<file path="src/rtl/pe_pkg.sv">
//------------------------------------------------------------------------------
// Module   : pe_pkg
// Brief    : Shared types, default widths and saturation limits for PE blocks.
// Revision : 1.0 - initial release
//------------------------------------------------------------------------------
`default_nettype none

package pe_pkg;

    localparam int PROD_W_DEF = 16;
    localparam int ACC_W_DEF  = 32;
    localparam int K_W_DEF    = 8;

    typedef enum logic [1:0] {
        ST_IDLE = 2'd0,
        ST_ACC  = 2'd1,
        ST_DONE = 2'd2
    } state_t;

    // Limits are returned at 64 bits; callers size-cast to their own width.
    function automatic logic signed [63:0] acc_max(input int w);
        return (64'sd1 <<< (w - 1)) - 64'sd1;
    endfunction

    function automatic logic signed [63:0] acc_min(input int w);
        return -(64'sd1 <<< (w - 1));
    endfunction

endpackage

`default_nettype wire

</file>
<file path="src/rtl/pe_acc_if.sv">
//------------------------------------------------------------------------------
// Module   : pe_acc_if
// Brief    : Product stream, job control and result handshake of pe_acc.
// Revision : 1.0 - initial release
//------------------------------------------------------------------------------
`default_nettype none

interface pe_acc_if
    import pe_pkg::*;
#(
    parameter int PROD_W = PROD_W_DEF,
    parameter int ACC_W  = ACC_W_DEF,
    parameter int K_W    = K_W_DEF
) ();

    logic              start;
    logic [K_W-1:0]    k_len;
    logic              in_vld;
    logic [PROD_W-1:0] in_data;
    logic              out_vld;
    logic              out_rdy;
    logic [ACC_W-1:0]  out_data;
    logic              out_ovf;
    logic              busy;
    logic              drop;

    modport master (
        output start, k_len, in_vld, in_data, out_rdy,
        input  out_vld, out_data, out_ovf, busy, drop
    );

    modport slave (
        input  start, k_len, in_vld, in_data, out_rdy,
        output out_vld, out_data, out_ovf, busy, drop
    );

endinterface

`default_nettype wire

</file>
<file path="src/rtl/sat_add.sv">
//------------------------------------------------------------------------------
// Module   : sat_add
// Brief    : Combinational signed saturating adder, narrow operand sign-extended.
// Revision : 1.0 - initial release
//------------------------------------------------------------------------------
`default_nettype none

module sat_add
    import pe_pkg::*;
#(
    parameter int ACC_W = ACC_W_DEF,
    parameter int IN_W  = PROD_W_DEF
) (
    input  logic signed [ACC_W-1:0] a,
    input  logic signed [IN_W-1:0]  b,
    output logic signed [ACC_W-1:0] sum,
    output logic                    ovf
);

    localparam logic signed [ACC_W-1:0] c_max = ACC_W'(acc_max(ACC_W));
    localparam logic signed [ACC_W-1:0] c_min = ACC_W'(acc_min(ACC_W));

    logic signed [ACC_W:0] w_wide;

    assign w_wide = $signed({a[ACC_W-1], a})
                  + $signed({{(ACC_W + 1 - IN_W){b[IN_W-1]}}, b});

    // One guard bit: result left the ACC_W range when the top two bits differ.
    assign ovf = w_wide[ACC_W] ^ w_wide[ACC_W-1];

    always_comb begin
        sum = w_wide[ACC_W-1:0];
        if (ovf) begin
            sum = w_wide[ACC_W] ? c_min : c_max;
        end
    end

endmodule

`default_nettype wire

</file>
<file path="src/rtl/pe_acc.sv">
//------------------------------------------------------------------------------
// Module   : pe_acc
// Brief    : Sums K signed PE products into a saturating accumulator, valid/ready out.
// Revision : 1.0 - initial release
//------------------------------------------------------------------------------
`default_nettype none

module pe_acc
    import pe_pkg::*;
#(
    parameter int PROD_W = PROD_W_DEF,
    parameter int ACC_W  = ACC_W_DEF,
    parameter int K_W    = K_W_DEF
) (
    input  logic      clk,
    input  logic      rst_n,
    pe_acc_if.slave   bus
);

    state_t                   r_state;
    state_t                   w_state_nxt;
    logic signed [ACC_W-1:0]  r_acc;
    logic        [K_W-1:0]    r_cnt;
    logic                     r_ovf;
    logic                     r_drop;

    logic                     w_start_ok;
    logic                     w_take;
    logic                     w_stray;
    logic signed [ACC_W-1:0]  w_sum;
    logic                     w_sat;

    assign w_start_ok = (r_state == ST_IDLE) && bus.start;
    assign w_take     = (r_state == ST_ACC) && bus.in_vld;
    assign w_stray    = (r_state != ST_ACC) && bus.in_vld;

    sat_add #(
        .ACC_W (ACC_W),
        .IN_W  (PROD_W)
    ) u_sat_add (
        .a   (r_acc),
        .b   ($signed(bus.in_data)),
        .sum (w_sum),
        .ovf (w_sat)
    );

    always_ff @(posedge clk) begin
        if (!rst_n) begin
            r_state <= ST_IDLE;
        end else begin
            r_state <= w_state_nxt;
        end
    end

    always_comb begin
        w_state_nxt = r_state;
        case (r_state)
            ST_IDLE: begin
                if (bus.start) begin
                    w_state_nxt = (bus.k_len == '0) ? ST_DONE : ST_ACC;
                end
            end
            ST_ACC: begin
                if (bus.in_vld && (r_cnt == K_W'(1))) begin
                    w_state_nxt = ST_DONE;
                end
            end
            ST_DONE: begin
                if (bus.out_rdy) begin
                    w_state_nxt = ST_IDLE;
                end
            end
            default: w_state_nxt = ST_IDLE;
        endcase
    end

    always_ff @(posedge clk) begin
        if (!rst_n) begin
            r_acc <= '0;
            r_cnt <= '0;
            r_ovf <= 1'b0;
        end else if (w_start_ok) begin
            r_acc <= '0;
            r_cnt <= bus.k_len;
            r_ovf <= 1'b0;
        end else if (w_take) begin
            r_acc <= w_sum;
            r_cnt <= r_cnt - K_W'(1);
            r_ovf <= r_ovf | w_sat;
        end
    end

    // Products arriving while no job is collecting are lost; flag it until reset.
    always_ff @(posedge clk) begin
        if (!rst_n) begin
            r_drop <= 1'b0;
        end else if (w_stray) begin
            r_drop <= 1'b1;
        end
    end

    assign bus.out_vld  = (r_state == ST_DONE);
    assign bus.busy     = (r_state != ST_IDLE);
    assign bus.out_data = r_acc;
    assign bus.out_ovf  = r_ovf;
    assign bus.drop     = r_drop;

endmodule

`default_nettype wire

</file>
<file path="src/flat_wrapper.sv">
// flat-port wrapper written by rule: the top's interface ports become plain ports
module pe_acc_flat import pe_pkg::*;
#(
    parameter int PROD_W = PROD_W_DEF,
    parameter int ACC_W  = ACC_W_DEF,
    parameter int K_W    = K_W_DEF
)
  (clk, rst_n, bus_start, bus_k_len, bus_in_vld, bus_in_data, bus_out_rdy, bus_out_vld, bus_out_data, bus_out_ovf, bus_busy, bus_drop);
  pe_acc_if #(.PROD_W(PROD_W), .ACC_W(ACC_W), .K_W(K_W)) bus_i ();
  input  logic clk;
  input  logic rst_n;
  input wire logic [$bits(bus_i.start)-1:0] bus_start;
  input wire logic [$bits(bus_i.k_len)-1:0] bus_k_len;
  input wire logic [$bits(bus_i.in_vld)-1:0] bus_in_vld;
  input wire logic [$bits(bus_i.in_data)-1:0] bus_in_data;
  input wire logic [$bits(bus_i.out_rdy)-1:0] bus_out_rdy;
  output wire logic [$bits(bus_i.out_vld)-1:0] bus_out_vld;
  output wire logic [$bits(bus_i.out_data)-1:0] bus_out_data;
  output wire logic [$bits(bus_i.out_ovf)-1:0] bus_out_ovf;
  output wire logic [$bits(bus_i.busy)-1:0] bus_busy;
  output wire logic [$bits(bus_i.drop)-1:0] bus_drop;
  assign bus_i.start = bus_start;
  assign bus_i.k_len = bus_k_len;
  assign bus_i.in_vld = bus_in_vld;
  assign bus_i.in_data = bus_in_data;
  assign bus_i.out_rdy = bus_out_rdy;
  assign bus_out_vld = bus_i.out_vld;
  assign bus_out_data = bus_i.out_data;
  assign bus_out_ovf = bus_i.out_ovf;
  assign bus_busy = bus_i.busy;
  assign bus_drop = bus_i.drop;
  pe_acc #(.PROD_W(PROD_W), .ACC_W(ACC_W), .K_W(K_W)) u_core (.clk(clk), .rst_n(rst_n), .bus(bus_i));
endmodule
</file>
<file path="config.mk">
export PLATFORM = sky130hd
export DESIGN_NAME = pe_acc_flat
export DESIGN_NICKNAME = d
export VERILOG_FILES = /design/src/rtl/pe_pkg.sv /design/src/rtl/pe_acc_if.sv /design/src/rtl/sat_add.sv /design/src/rtl/pe_acc.sv /design/src/flat_wrapper.sv
export SDC_FILE = /design/constraint.sdc
export NUM_CORES = 1
export LEC_CHECK = 0
export CORE_MARGIN = 5
export CORE_UTILIZATION = 39
export CTS_CLUSTER_DIAMETER = 100
export DETAILED_ROUTE_END_ITERATION = 10
export RECOVER_POWER = 25
export SYNTH_ARGS = -nofsm -noshare
export SYNTH_HDL_FRONTEND = slang
export SYNTH_SLANG_ARGS = --single-unit
</file>
<file path="constraint.sdc">
create_clock -name clk -period 6.6 [get_ports clk]
set_clock_uncertainty 0.2 [all_clocks]
set_input_delay 1.65 -clock clk [delete_from_list [all_inputs] [get_ports clk]]
set_output_delay 1.65 -clock clk [all_outputs]
set_load 0.02 [all_outputs]
</file>
Yosys cells after proc, flatten, opt, wreduce, memory -nomap -nowiden. Index checks and enable logic that the tools add are counted.

Register bits after elaboration: 44. Input port bits: 29.

Eq/ne operators: 7. Reductions and logical operators: 10. Bitwise logic cells: 3. Mux-type cells: 9. Add/sub/neg operators: 2.

Operators by type and width (count): $mux 32 (2); $add 32x16->33 (1); $mux 8 (2); $eq 8x1->1 const B (1); $logic_not 8->1 (1); $mux 2 (4); $sub 8x1->8 const B (1); $ne 2x2->1 const B (3); $pmux 2 s3 (1); $logic_and 1x1->1 (4); $reduce_bool 2->1 (2); $reduce_and 3->1 (1); $eq 2x1->1 const B (1); $eq 2x2->1 const B (1); $logic_not 2->1 (1); $ne 2x1->1 const B (1); $reduce_or 2->1 (1); $not 1->1 (1); $or 1x1->1 (1); $xor 1x1->1 (1).

Longest topological paths before layout. Gate-level depths: netlist of run 1.

Word-level depth: 4. Gate-level depth with buffers: 14. Depth with buffers taken out: 12.

Modules after synthesis. From an unflattened synthesis of run 1, not the netlist that was laid out.

Cell total of the unflattened synthesis: 530. Area total of the unflattened synthesis: 4028.9 µm².

Modules (own cells, without submodules): sat_add (sequential area each 0.0 µm², cells each 311, area an instance 2108.3 µm², instances 1); pe_acc (sequential area each 880.8 µm², cells each 219, area an instance 1920.6 µm², instances 1).

Least setup slack after synthesis of run 1. OpenSTA, ideal clock, no wires.

Path kind: input to register. Start: input port bus_in_data[0]. End: register u_core.r_acc[15] (netlist: u_core.bus.out_data[15]). Slack: 2401 ps. Cell stages on the path: 14. Library setup time: 122 ps. Data required time: 6278 ps. Arrival: 3877 ps. Path buffers: 2. Cells stage by stage: ha_1 inv_1 fa_1 nand2b_1 a21oi_1 o211ai_1 o211ai_2 o41a_1 nor2_2 o22ai_2 buf_2 buf_6 o21ai_0 a21oi_2.

Cells in the longest elaborated chain, start to end: 3. Elaborated cells between the ends (all ways): 4. Classes of those cells: 1 x add/sub; 2 x mux; 1 x bitwise.

RTL lines: from (decl) (line flat_wrapper.sv:15) `input wire logic [$bits(bus_i.in_data)-1:0] bus_in_data;`; $add 32x16->33 * (line sat_add.sv:26) `+ $signed({{(ACC_W + 1 - IN_W){b[IN_W-1]}}, b});`; $mux 32 or $xor 1x1->1 (tied branches) (line sat_add.sv:34, sat_add.sv:29); $mux 32 * (line sat_add.sv:33) `if (ovf) begin`; to (signal assigned) (line pe_acc.sv:87) `r_acc <= w_sum;`; to (decl) (line pe_acc.sv:22) `logic signed [ACC_W-1:0] r_acc;`.

Mark *: on every way between the ends. The rest lies on a longest branch, timed or not. A chain may end at the register's enable or synchronous reset.

Worst setup path after layout of run 1.
Start: input port bus_in_data[15]. End: register u_core.r_acc[3] (netlist: u_core.bus.out_data[3]).

The elaborated chain is that of the path after synthesis.

==> out/summary.txt, run 1 <==
======================================================================================
Run status                                                                complete, no violations
Number of distinct library cells after synthesis                                    69
Reg2Reg Setup Slack                                                            3.11 ns
Die outline width                                                               108 um
Fraction of power spent switching nets                                           0.356
Net Switching                                                                   288 uW
Synth Area per Inst                                                          8.09 um^2
Capture point of the worst reg-to-reg path                                u_core.bus.out_data[3]
Slowest CP cell                                                           sky130_fd_sc_hd__clkdlybuf4s50_1
Final setup violating endpoints                                                      0
Setup tns final                                                                   0 ns
TritonCTS clock tree                                                             built
Cells on worst reg2reg path                                                         13
Count of final max-slew check failures                                               0
Kind of capture point of the worst setup path                                 register
# rows                                                                              35
All-Layer GR Usage                                                               0.172
Net Count, Synth                                                                   526
Global-route wire length before repair                                       16,700 um
Total Die Area                                                             11,600 um^2
Clock network latency to the later pin of the worst-skew pair                  0.30 ns
Setup crit start kind                                                        input pin
Slowest Stage Delay on Critical Path                                           0.78 ns
Area added between synthesis and finish                                          22.2%
CTS root buf                                                              sky130_fd_sc_hd__clkbuf_8
Starting DRC count in detailed routing                                             149
Filler-free cell count of the finished design                                      643
Logic gate share of total power                                                  0.369
Top fanout value on the critical path                                               17
Ys flop type                                                              sky130_fd_sc_hd__dfxtp_1
DR vias                                                                          3,598
Antenna-violating nets left                                                          0
Overflow after GRT                                                                   0
Clock slew at the register clock pins of the worst setup and hold paths        0.09 ns
Routed wirelength normalized by instance count                                 15.2 um
CTS Buffer Depth                                                                     2
Fraction of layout cells with a size suffix above 1                              0.103
Post-synth EDFFs                                                                     0
Max-capacitance violation count                                                      0
Transition time of the tightest slew-check pin                                 1.12 ns
Leading cell types in the layout, fill and taps excluded                  sky130_fd_sc_hd__o21ai_0, sky130_fd_sc_hd__clkdlybuf4s50_1, sky130_fd_sc_hd__a21oi_1, sky130_fd_sc_hd__dfxtp_1, sky130_fd_sc_hd__ha_1
Clock Power Share                                                                0.262
Cells after synthesis                                                              462
Number of buffers inserted during clock tree synthesis                               5
Effective utilization at floorplan                                               0.403
Placeable core region                                                        9280 um^2
ANT cells                                                                            0
Total power per unit cell area                                             177 nW/um^2
Via count of the first global-routing pass                                       3,545
Most common library cell in the layout ignoring fill and taps             sky130_fd_sc_hd__o21ai_0
Final Net Count                                                                    577
Number of antenna violations at the first check in global routing                    0
I/O pin total                                                                       65
Hold Crit Class                                                                reg2reg
Fin Hold WS                                                                   0.264 ns
Level count of the clock H-tree                                                      2
Detailed Routing Iterations Pass 1                                                   6
Ordered cell list for the critical path                                   clkdlybuf4s50_1, ha_1, a21o_1, a21o_1, a21oi_1, o211ai_2, o41a_1, nor2_2, o22ai_2, a21oi_4, buf_12, a21oi_1
Startpoint of the lowest-slack hold path                                  u_core.bus.out_ovf
Vias per cell                                                                     5.60
Setup Fix Bufs, Post-CTS                                                             0
Startpoint of the worst setup timing path                                 bus_in_data[15]
Worst slew margin relative to its limit                                          0.251
Peak VDD IR                                                                0.0000951 V
Period minus WS final                                                          5.29 ns
Total area of sequential cells                                                881 um^2
Number of gates resized after cts                                                    0
Filler Cell Count                                                                  962
Static leakage                                                                 1.91 nW
Last weighted congestion value of the routability-driven placer                  0.866
WP data arrival                                                                5.28 ns
Number of placed instances with taps included                                      635
Final Hold Vio Count                                                                 0
Number of buffers inserted by port buffering                                        64
Share of the clock period used by the worst path after layout                    0.801
Start of the worst register-to-register path                              u_core.bus.out_data[0]
Post-route core utilization                                                      0.492
Unrepaired setup endpoints after global routing                                     no
# clock sinks                                                                       44
Reg power frac                                                                   0.369
Detailed-placement wirelength estimate                                         7240 um
Internal power of the cells                                                     522 uW
Floorplan die height                                                            108 um
Aggregate routed wire length                                                   9790 um
Drt drc                                                                              0
End point of the most critical hold path                                  u_core.bus.out_ovf
Achievable clock frequency                                                     189 MHz
Synth Warn #                                                                         0
Multi-input combinational cell area                                          2700 um^2
Hold depth                                                                           2
Required arrival time at the worst endpoint                                    6.59 ns
Area of the mapped netlist                                                   3740 um^2
Number of hold buffers added after CTS                                               0
Portion of the post-synthesis area used by sequential elements                   0.236
Worst setup path class                                                          in2reg
Pin count of the biggest net entering global routing                                39
Synthesized flop and latch total                                                    44
Ys async rst share                                                                   0
======================================================================================
synthesized netlist by cell type (4+ instances only):
cell,n,area share
sky130_fd_sc_hd__a21oi_2,22,0.052
sky130_fd_sc_hd__a21boi_0,4,0.0080
sky130_fd_sc_hd__a21o_1,16,0.032
sky130_fd_sc_hd__inv_1,10,0.010
sky130_fd_sc_hd__xor2_1,12,0.028
sky130_fd_sc_hd__ha_1,34,0.11
sky130_fd_sc_hd__dfxtp_1,44,0.24
sky130_fd_sc_hd__nor2b_1,13,0.022
sky130_fd_sc_hd__and2_1,7,0.012
sky130_fd_sc_hd__a221oi_1,4,0.0094
sky130_fd_sc_hd__o21ai_0,67,0.090
sky130_fd_sc_hd__nand2_1,26,0.026
sky130_fd_sc_hd__clkbuf_1,14,0.014
sky130_fd_sc_hd__o211ai_1,6,0.012
sky130_fd_sc_hd__a21oi_1,44,0.059
sky130_fd_sc_hd__and3_1,6,0.010
sky130_fd_sc_hd__nor2_1,20,0.020
sky130_fd_sc_hd__nor3_1,5,0.0067
sky130_fd_sc_hd__xnor2_1,13,0.030
sky130_fd_sc_hd__o21a_1,6,0.012
sky130_fd_sc_hd__nand2b_1,5,0.0084
sky130_fd_sc_hd__o21ai_1,10,0.013
sky130_fd_sc_hd__nand4_1,5,0.0084
kinds of logic after synthesis:
kind of cell,after synthesis,share of synthesized area
xor gates and xnor gates,25,0.0585
buffers and inverters,34,0.0442
adders and majority gates,36,0.122
AOI/OAI and AO/OA,214,0.379
DFF,44,0.236
muxes,3,0.00870
and+or+nand+nor,106,0.152
power by group through the flow:
| stage | clock network, mW | registers, mW | logic (mW) |
|---|---|---|---|
| final | 0.212 | 0.298 | 0.299 |
| after global routing | 0.230 | 0.302 | 0.332 |
| after CTS | 0.219 | 0.299 | 0.303 |
| after detailed placement | 0 | 0.305 | 0.301 |
| after global placement | 0 | 0.305 | 0.299 |
| after floorplan | 0 | 0.314 | 0.205 |
area by class of cell:
| cell class | count | share of cell area |
|---|---|---|
| Multi-Input combinational cell | 384 | 0.591 |
| Sequential cell | 44 | 0.193 |
| Timing Repair Buffer | 68 | 0.150 |
| Tap cell | 129 | 0.0353 |
| Clock buffer | 6 | 0.0159 |
| Inverter | 10 | 0.00821 |
| Clock inverter | 2 | 0.00767 |
layer usage:
layer / vias up / wire (um) / GRT usage
li1: 1833 / - / -
met1: 1676 / 4650 / 0.228
met2: 78 / 4560 / 0.289
met3: 11 / 441 / 0.0312
met4: 0 / 144 / 0.0415
met5: - / 0 / 0
state kept, by name (all words and copies together), names as in the netlist:
signal               flops
u_core.bus.drop          1
u_core.bus.out_ovf       1
u_core.bus.out_data     32
u_core.r_state           2
u_core.r_cnt             8
through the flow:
step / total power [mW] / setup slack [ns] / cell area, um^2
2_1_floorplan: 0.519 / 2.40 / 3740
3_3_place_gp: 0.603 / 1.06 / 4460
3_5_place_dp: 0.605 / 0.962 / 4460
4_1_cts: 0.821 / 1.30 / 4570
5_1_grt: 0.863 / 1.05 / 4570
6_report: 0.810 / 1.31 / 4570
worst max-delay path: cells and delay by family:
kind / cells / cell delay (ns)
buf+inv: 2 / 1.02
compound gates: 8 / 1.89
simple gates: 1 / 0.17
fa+ha+maj: 1 / 0.54
worst max path at each step:
| stage | endpoint | depth (start not counted) |
|---|---|---|
| 6_report | u_core.bus.out_data[3] | 12 |
| 5_1_grt | u_core.bus.out_data[3] | 12 |
| 4_1_cts | u_core.bus.out_data[3] | 12 |
| 3_5_place_dp | u_core.bus.out_data[3] | 12 |
| 2_1_floorplan | u_core.bus.out_data[15] | 14 |
| 3_3_place_gp | u_core.bus.out_data[4] | 12 |
(Power assumes the default switching activity.)
==> run 2, diff against run 1 <==
Clock period 6.6 ns to 4.7 ns, I/O delays scaled along.
==> run 2 against run 1 <==
Compared with the run above: critical path depth grew 2; sequential share of layout area fell by 0.21 points; power grew 44%; core utilization is 0.55 points higher.
==> out/summary.txt, run 2 (synthesis results as in run 1) <==
======================================================================================
Total chip power                                                               1.17 mW
Floorplan die height                                                            108 um
Start of the worst register-to-register path                              u_core.bus.out_data[0]
Period minus WS final                                                          4.26 ns
CTS root buf                                                              sky130_fd_sc_hd__clkbuf_8
Aggregate routed wire length                                                   9840 um
Transition time of the tightest slew-check pin                                0.825 ns
Setup tns final                                                                   0 ns
DR vias                                                                          3,613
Detailed Routing Iterations Pass 1                                                   4
Final setup violating endpoints                                                      0
Total Die Area                                                             11,600 um^2
Max-capacitance violation count                                                      0
Worst setup path class                                                          in2reg
Number of buffers inserted by port buffering                                        64
Run status                                                                complete, no violations
Routed wirelength normalized by instance count                                 15.2 um
Required arrival time at the worst endpoint                                    4.68 ns
Number of gates resized after cts                                                    0
Fraction of layout cells with a size suffix above 1                              0.114
Filler Cell Count                                                                  943
Global-route wire length before repair                                       17,000 um
Via count of the first global-routing pass                                       3,613
Filler-free cell count of the finished design                                      648
Last weighted congestion value of the routability-driven placer                  0.890
Flip-flop count of the largest register after layout                                32
Achievable clock frequency                                                     235 MHz
CTS Buffer Depth                                                                     2
Smallest setup slack after layout                                             0.439 ns
Number of antenna violations at the first check in global routing                    0
WP data arrival                                                                4.25 ns
Drt drc                                                                              0
Startpoint of the lowest-slack hold path                                  u_core.bus.out_ovf
Peak VDD IR                                                                 0.000126 V
Effective utilization at floorplan                                               0.403
Startpoint of the worst setup timing path                                 bus_in_data[15]
Level count of the clock H-tree                                                      2
Starting DRC count in detailed routing                                             143
Number of hold buffers added after CTS                                               0
Share of the clock period used by the worst path after layout                    0.907
# rows                                                                              35
Unrepaired setup endpoints after global routing                                     no
Overflow after GRT                                                                   0
Layout Cell Area excl Fill                                                   4620 um^2
Reg2Reg Setup Slack                                                            1.46 ns
Kind of capture point of the worst setup path                                 register
Worst-case setup slack after placement                                        0.134 ns
Detailed-placement wirelength estimate                                         7530 um
Cell area after placement                                                    4500 um^2
Antenna-violating nets left                                                          0
# clock sinks                                                                       44
Total power per unit cell area                                             253 nW/um^2
Count of final max-slew check failures                                               0
Setup Fix Bufs, Post-CTS                                                             0
Clock network latency to the later pin of the worst-skew pair                  0.30 ns
Static leakage                                                                 1.94 nW
Setup crit start kind                                                        input pin
Placeable core region                                                        9280 um^2
Clock slew at the register clock pins of the worst setup and hold paths        0.09 ns
Worst slew margin relative to its limit                                          0.450
Post-route core utilization                                                      0.498
Leading cell types in the layout, fill and taps excluded                  sky130_fd_sc_hd__o21ai_0, sky130_fd_sc_hd__clkdlybuf4s50_1, sky130_fd_sc_hd__a21oi_1, sky130_fd_sc_hd__dfxtp_1, sky130_fd_sc_hd__ha_1
Hold Crit Class                                                                reg2reg
Vias per cell                                                                     5.58
Final Hold Vio Count                                                                 0
Fin Hold WS                                                                   0.262 ns
ANT cells                                                                            0
Final Net Count                                                                    582
Most common library cell in the layout ignoring fill and taps             sky130_fd_sc_hd__o21ai_0
Pin count of the biggest net entering global routing                                35
Number of buffers inserted during clock tree synthesis                               5
I/O pin total                                                                       65
Die outline width                                                               108 um
Area added between synthesis and finish                                          23.6%
All-Layer GR Usage                                                               0.176
Number of placed instances with taps included                                      640
Top fanout value on the critical path                                               29
TritonCTS clock tree                                                             built
======================================================================================
-- run 2: worst max-delay path: stages --
cell	delay (ns)
sky130_fd_sc_hd__clkdlybuf4s50_1	0.45
sky130_fd_sc_hd__buf_4	0.20
sky130_fd_sc_hd__ha_1	0.33
sky130_fd_sc_hd__a21o_1	0.21
sky130_fd_sc_hd__a21o_1	0.19
sky130_fd_sc_hd__a211oi_2	0.25
sky130_fd_sc_hd__o21ai_2	0.10
sky130_fd_sc_hd__a32oi_2	0.28
sky130_fd_sc_hd__and3_1	0.24
sky130_fd_sc_hd__nor3_2	0.07
sky130_fd_sc_hd__buf_12	0.17
sky130_fd_sc_hd__a21oi_4	0.13
sky130_fd_sc_hd__buf_4	0.32
sky130_fd_sc_hd__a21oi_1	0.10
-- run 2: final cells by class --
type / instances / area [um^2] / share of cell area
well taps: 129 / 161 / 0.0349
multi-input cells: 384 / 2700 / 0.584
clock buffers: 6 / 82.6 / 0.0179
repair buffers: 73 / 721 / 0.156
inverters: 10 / 37.5 / 0.00812
clock inverters: 2 / 38.8 / 0.00839
flip-flops and latches: 44 / 881 / 0.191
-- run 2: report_power, final --
group          leakage, nW  internal [mW]  total (mW)  switching [mW]
clock network       0.0614          0.174       0.319           0.145
logic                 1.52          0.184       0.429           0.245
registers            0.359          0.397       0.419          0.0224
-- run 2: final timing paths --
| check | endpoint | depth (start not counted) |
|---|---|---|
| max | u_core.bus.out_data[3] | 14 |
| min reg2reg | u_core.bus.out_ovf | 2 |
| max reg2reg | u_core.bus.out_data[3] | 13 |
| min | u_core.bus.out_ovf | 2 |
-- run 2: metal layers --
metal	wire, um	global-route usage
met5	0	0
met4	91	0.0388
met3	468	0.0378
met2	4560	0.295
met1	4710	0.231
==> patch 1 (config.mk and constraints of run 1) <==
Set the package constant `PROD_W_DEF` to 24 (it was 16).
--- a/src/rtl/pe_pkg.sv
+++ b/src/rtl/pe_pkg.sv
@@ -9,3 +9,3 @@
 
-    localparam int PROD_W_DEF = 16;
+    localparam int PROD_W_DEF = 24;
     localparam int ACC_W_DEF  = 32;
Ports: changed (resized bus_in_data); port bits go from 65 to 73. The function was not compared with the original's and may differ.
==> patch 1 against run 1 <==
Register-to-register slack got worse by 0.26 ns; synthesized area fell by 5.1%; fmax increased by 2.2%; total power down 14%; combinational power is 22% lower; non-clock buffer count is 7 higher; wire length down 5.2%; global-route usage is 0.76 points lower; setup slack better by 0.11 ns; synthesized cell count down 9.5%; sequential cell count is the same; cell area decreased by 3.5%; count of clock-buffer cells in the layout unchanged; largest power group is now registers.
==> patch 1: results (changes against run 1) <==
- The count of cells along the worst register-to-register path was 12 (was 13).
- The cell area after placement is 4330 sq um (was 4460 sq um).
- The placed wire-length estimate was 7240 microns (about the same).
- The vias after detailed routing came to 3354 (was 3598).
- The number of nets in the final layout was 555 (was 577).
- The combined global-route utilization of all metal layers was 0.164 (was 0.172).
- Commonest cells in the synthesized netlist: sky130_fd_sc_hd__dfxtp_1, sky130_fd_sc_hd__a21oi_1, sky130_fd_sc_hd__ha_1, sky130_fd_sc_hd__nand2_1 (was sky130_fd_sc_hd__o21ai_0, sky130_fd_sc_hd__a21oi_1, sky130_fd_sc_hd__dfxtp_1).
- The fraction of the mapped netlist area in compound gates is 0.328 (was 0.379).
- The final weighted congestion in routability-driven placement is 0.869 (was 0.866).
- The clock network area share came to 0.0176 (was 0.0235).
- Biggest area contributors in the synthesized netlist: sky130_fd_sc_hd__dfxtp_1, sky130_fd_sc_hd__ha_1, sky130_fd_sc_hd__a221o_1, sky130_fd_sc_hd__a21oi_1, sky130_fd_sc_hd__xnor2_1 (was sky130_fd_sc_hd__dfxtp_1, sky130_fd_sc_hd__ha_1, sky130_fd_sc_hd__o21ai_0, sky130_fd_sc_hd__a21oi_1, sky130_fd_sc_hd__a21oi_2).
- The leakage power summed over all cells was 0.00188 uW (was 0.00191 uW).
- The delay of the slowest critical-path stage is 0.66 ns (was 0.78 ns).
- The fraction of layout instances using a drive strength above 1 is 0.0435 (was 0.103).
- The number of ordinary and repair buffers in the finished layout is 75 (was 68).
- The number of distinct library cell variants in the gate-level netlist after synthesis is 60 (was 69).
- The multi-input gate share of the layout cell area is 0.571 (was 0.591).
- Outcome: finished clean (unchanged).
- The maximum number of pins on one net before global-route repair is 28 (was 39).
- The fraction of power spent switching nets was 0.341 (was 0.356).
- The cell at the slowest stage of the critical path is sky130_fd_sc_hd__a211oi_4 (was sky130_fd_sc_hd__clkdlybuf4s50_1).
- The via count of the first global-routing pass was 3331 (was 3545).
- The sequential element share of the synthesized area is 0.248 (was 0.236).
- The routed wire length was 9280 microns (was 9790 microns).
- The worst supply voltage drop on vdd was 0.0863 mV (was 0.0951 mV).
- The number of DRC violations after detailed-routing iteration 0 came to 172 (was 149).
patch 1: cell types whose count changed in the layout (fill, tap and decap cells not counted), moves of 6 or more:
| cell | run 1 | this run |
|---|---|---|
| sky130_fd_sc_hd__a21oi_2 | 22 | 3 |
| sky130_fd_sc_hd__a221o_1 | 0 | 26 |
| sky130_fd_sc_hd__clkdlybuf4s50_1 | 45 | 52 |
| sky130_fd_sc_hd__nand2_1 | 26 | 34 |
| sky130_fd_sc_hd__nor2_1 | 20 | 26 |
| sky130_fd_sc_hd__o21ai_0 | 67 | 21 |
| sky130_fd_sc_hd__o21ai_1 | 10 | 4 |
patch 1: final timing paths:
path                            end  slack [ns]                   start
max          u_core.bus.out_data[3]        1.43          bus_in_data[0]
min                 u_core.bus.drop        0.29         u_core.bus.drop
max reg2reg  u_core.bus.out_data[3]        2.85  u_core.bus.out_data[0]
min reg2reg         u_core.bus.drop        0.29         u_core.bus.drop
patch 1: per-layer routing:
layer | global-route usage | vias to the layer above | part of all wire
li1 | - | 1720 | -
met1 | 0.227 | 1538 | 0.50
met2 | 0.259 | 85 | 0.43
met3 | 0.0300 | 11 | 0.049
met5 | 0 | - | 0
met4 | 0.0515 | 0 | 0.015
patch 1: per-stage QoR:
stage / worst slack, ns / total power [uW] / util / instances / hold slack [ns]
4_1_cts: 1.39 / 707 / 0.501 / 591 / 0.301
3_5_place_dp: 1.10 / 537 / 0.492 / 584 / 0.270
6_report: 1.43 / 696 / 0.501 / 591 / 0.291
3_3_place_gp: 1.23 / 536 / 0.492 / 584 / 0.274
5_1_grt: 1.23 / 740 / 0.501 / 591 / 0.313
2_1_floorplan: 2.27 / 462 / - / 418 / 0.269
==> patch 2 (flow settings as in run 1) <==
Without the edit above. Encoding of `state_t`: now one-hot (3 bits for 3 states).
--- a/src/rtl/pe_pkg.sv
+++ b/src/rtl/pe_pkg.sv
@@ -13,6 +13,6 @@
 
-    typedef enum logic [1:0] {
-        ST_IDLE = 2'd0,
-        ST_ACC  = 2'd1,
-        ST_DONE = 2'd2
+    typedef enum logic [2:0] {
+        ST_IDLE = 3'b001,
+        ST_ACC  = 3'b010,
+        ST_DONE = 3'b100
     } state_t;
Function: no difference found for any inputs over 4 cycles, from zero or initial values and one cycle with rst_n low; so few cycles prove little.
==> patch 2 against run 1 <==
Critical path type unchanged; fmax is 1.2% higher; sequential cell count is 1 higher; cell area is 2.5% higher; setup slack better by 0.062 ns; wire length is 5.2% higher; largest cell class unchanged; clock power is 16% lower; synthesized area is 5.0% higher; combinational power is 43% lower; total power is 21% lower; utilization is 1.3 points lower; critical endpoint is now u_core.bus.out_data[24].
==> patch 2: results (changes against run 1) <==
- The worst hold slack after final layout is 0.278 ns (was 0.264 ns).
- The number of distinct library cell variants in the gate-level netlist after synthesis is 73 (was 69).
- The first-pass GRT wire length came to 17500 microns (was 16700 microns).
- The total iterations of the first detailed-routing run is 5 (was 6).
- The via count of the first global-routing pass is 3684 (was 3545).
- The combined global-route utilization of all metal layers is 0.176 (was 0.172).
- The number of DRC violations after detailed-routing iteration 0 came to 189 (was 149).
- The cell area after placement came to 4600 sq um (was 4460 sq um).
- The fraction of layout instances using a drive strength above 1 is 0.0705 (was 0.103).
- The startpoint of the tightest hold check path was u_core.bus.drop (was u_core.bus.out_ovf).
- Commonest cells in the synthesized netlist: sky130_fd_sc_hd__a21oi_1, sky130_fd_sc_hd__nor2_1, sky130_fd_sc_hd__dfxtp_1, sky130_fd_sc_hd__o21ai_0, sky130_fd_sc_hd__ha_1 (was sky130_fd_sc_hd__o21ai_0, sky130_fd_sc_hd__a21oi_1, sky130_fd_sc_hd__dfxtp_1).
- The cell internal power dissipation is 429 uW (was 522 uW).
- The worst supply voltage drop on vdd is 0.103 mV (was 0.0951 mV).
- Outcome: finished clean (unchanged).
- The delay of the slowest critical-path stage is 0.80 ns (was 0.78 ns).
- The mux share of post-synthesis cell area is 0 (was 0.00870).
- The number of inserted filler cells in the final layout is 1012 (was 962).
- The final weighted congestion in routability-driven placement is 0.892 (was 0.866).
- The routed wire length came to 10300 microns (was 9790 microns).
- The worst hold endpoint was u_core.bus.drop (was u_core.bus.out_ovf).
- The xor-xnor portion of the synthesized cell area is 0.0580 (was 0.0585).
- The worst setup slack for register-to-register paths is 3.07 ns (was 3.11 ns).
- The post-synth net total came to 570 (was 526).
- The synthesized-area fraction occupied by adder cells is 0.119 (was 0.122).
- The cell total after placement was 678 (was 635).
- The worst hold path depth is 1 (was 2).
- The maximum fanout along the worst path is 28 (was 17).
- The worst-case setup slack after placement is 1.10 ns (was 0.962 ns).
- The count of placed standard cells in the final layout, fillers left out is 686 (was 643).
- The power in sequential cells is 292 uW (was 298 uW).
- The number of nets in the final layout is 616 (was 577).
- The end of the worst register-to-register path was u_core.bus.out_ovf (was u_core.bus.out_data[3]).
- The mean area per synthesized cell is 7.76 sq um (was 8.09 sq um).
-- patch 2: cell count changes in the layout (fill, tap and decap cells not counted), sizes merged, moves of 6 or more --
cell    before  now
nor2        21   56
nand2b       5   12
o211ai       8    2
o21ai       78   57
a21oi       67   79
nand3        4   10
nand2       26   35
-- patch 2: cells by family after synthesis --
kind of cell             after synthesis
adder cells (fa/ha/maj)               37
XOR/XNOR                              26
buffers and inverters                 36
AO/OA/AOI/OAI                        199
flip-flops                            45
AND/OR/NAND/NOR                      163
-- patch 2: area by class of cell --
class | instances | area [sq um] | area share
well taps | 133 | 166 | 0.0355
clock buffers | 6 | 72.6 | 0.0155
clock inverters | 2 | 15.0 | 0.00320
flip-flops and latches | 45 | 901 | 0.192
multi-input cells | 425 | 2850 | 0.607
inverters | 10 | 37.5 | 0.00801
repair buffers | 65 | 648 | 0.138
-- patch 2: routing by layer --
layer	wire length, microns	share of wire	track usage
met1	5210	0.51	0.251
met2	4550	0.44	0.280
met3	410	0.040	0.0262
met4	129	0.013	0.0396
met5	0	0	0
-- patch 2: how the worst max path moves through the flow --
stage,from,end,slack [ns],depth (start not counted)
finish,bus_in_data[15],u_core.bus.out_data[24],1.37,12
global route,bus_in_data[15],u_core.bus.out_data[28],0.96,12
CTS,bus_in_data[15],u_core.bus.out_data[24],1.40,12
detailed placement,bus_in_data[15],u_core.bus.out_data[24],1.10,12
global placement,bus_in_data[15],u_core.bus.out_data[23],1.14,12
floorplan,bus_in_data[0],u_core.bus.out_data[26],2.44,13
-- patch 2: worst max-delay path: cells and delay by family --
kind	cells	cell delay, ns
and+or+nand+nor	8	1.52
buffers and inverters	1	0.80
adders and majority gates	1	0.67
AOI/OAI and AO/OA	2	0.57
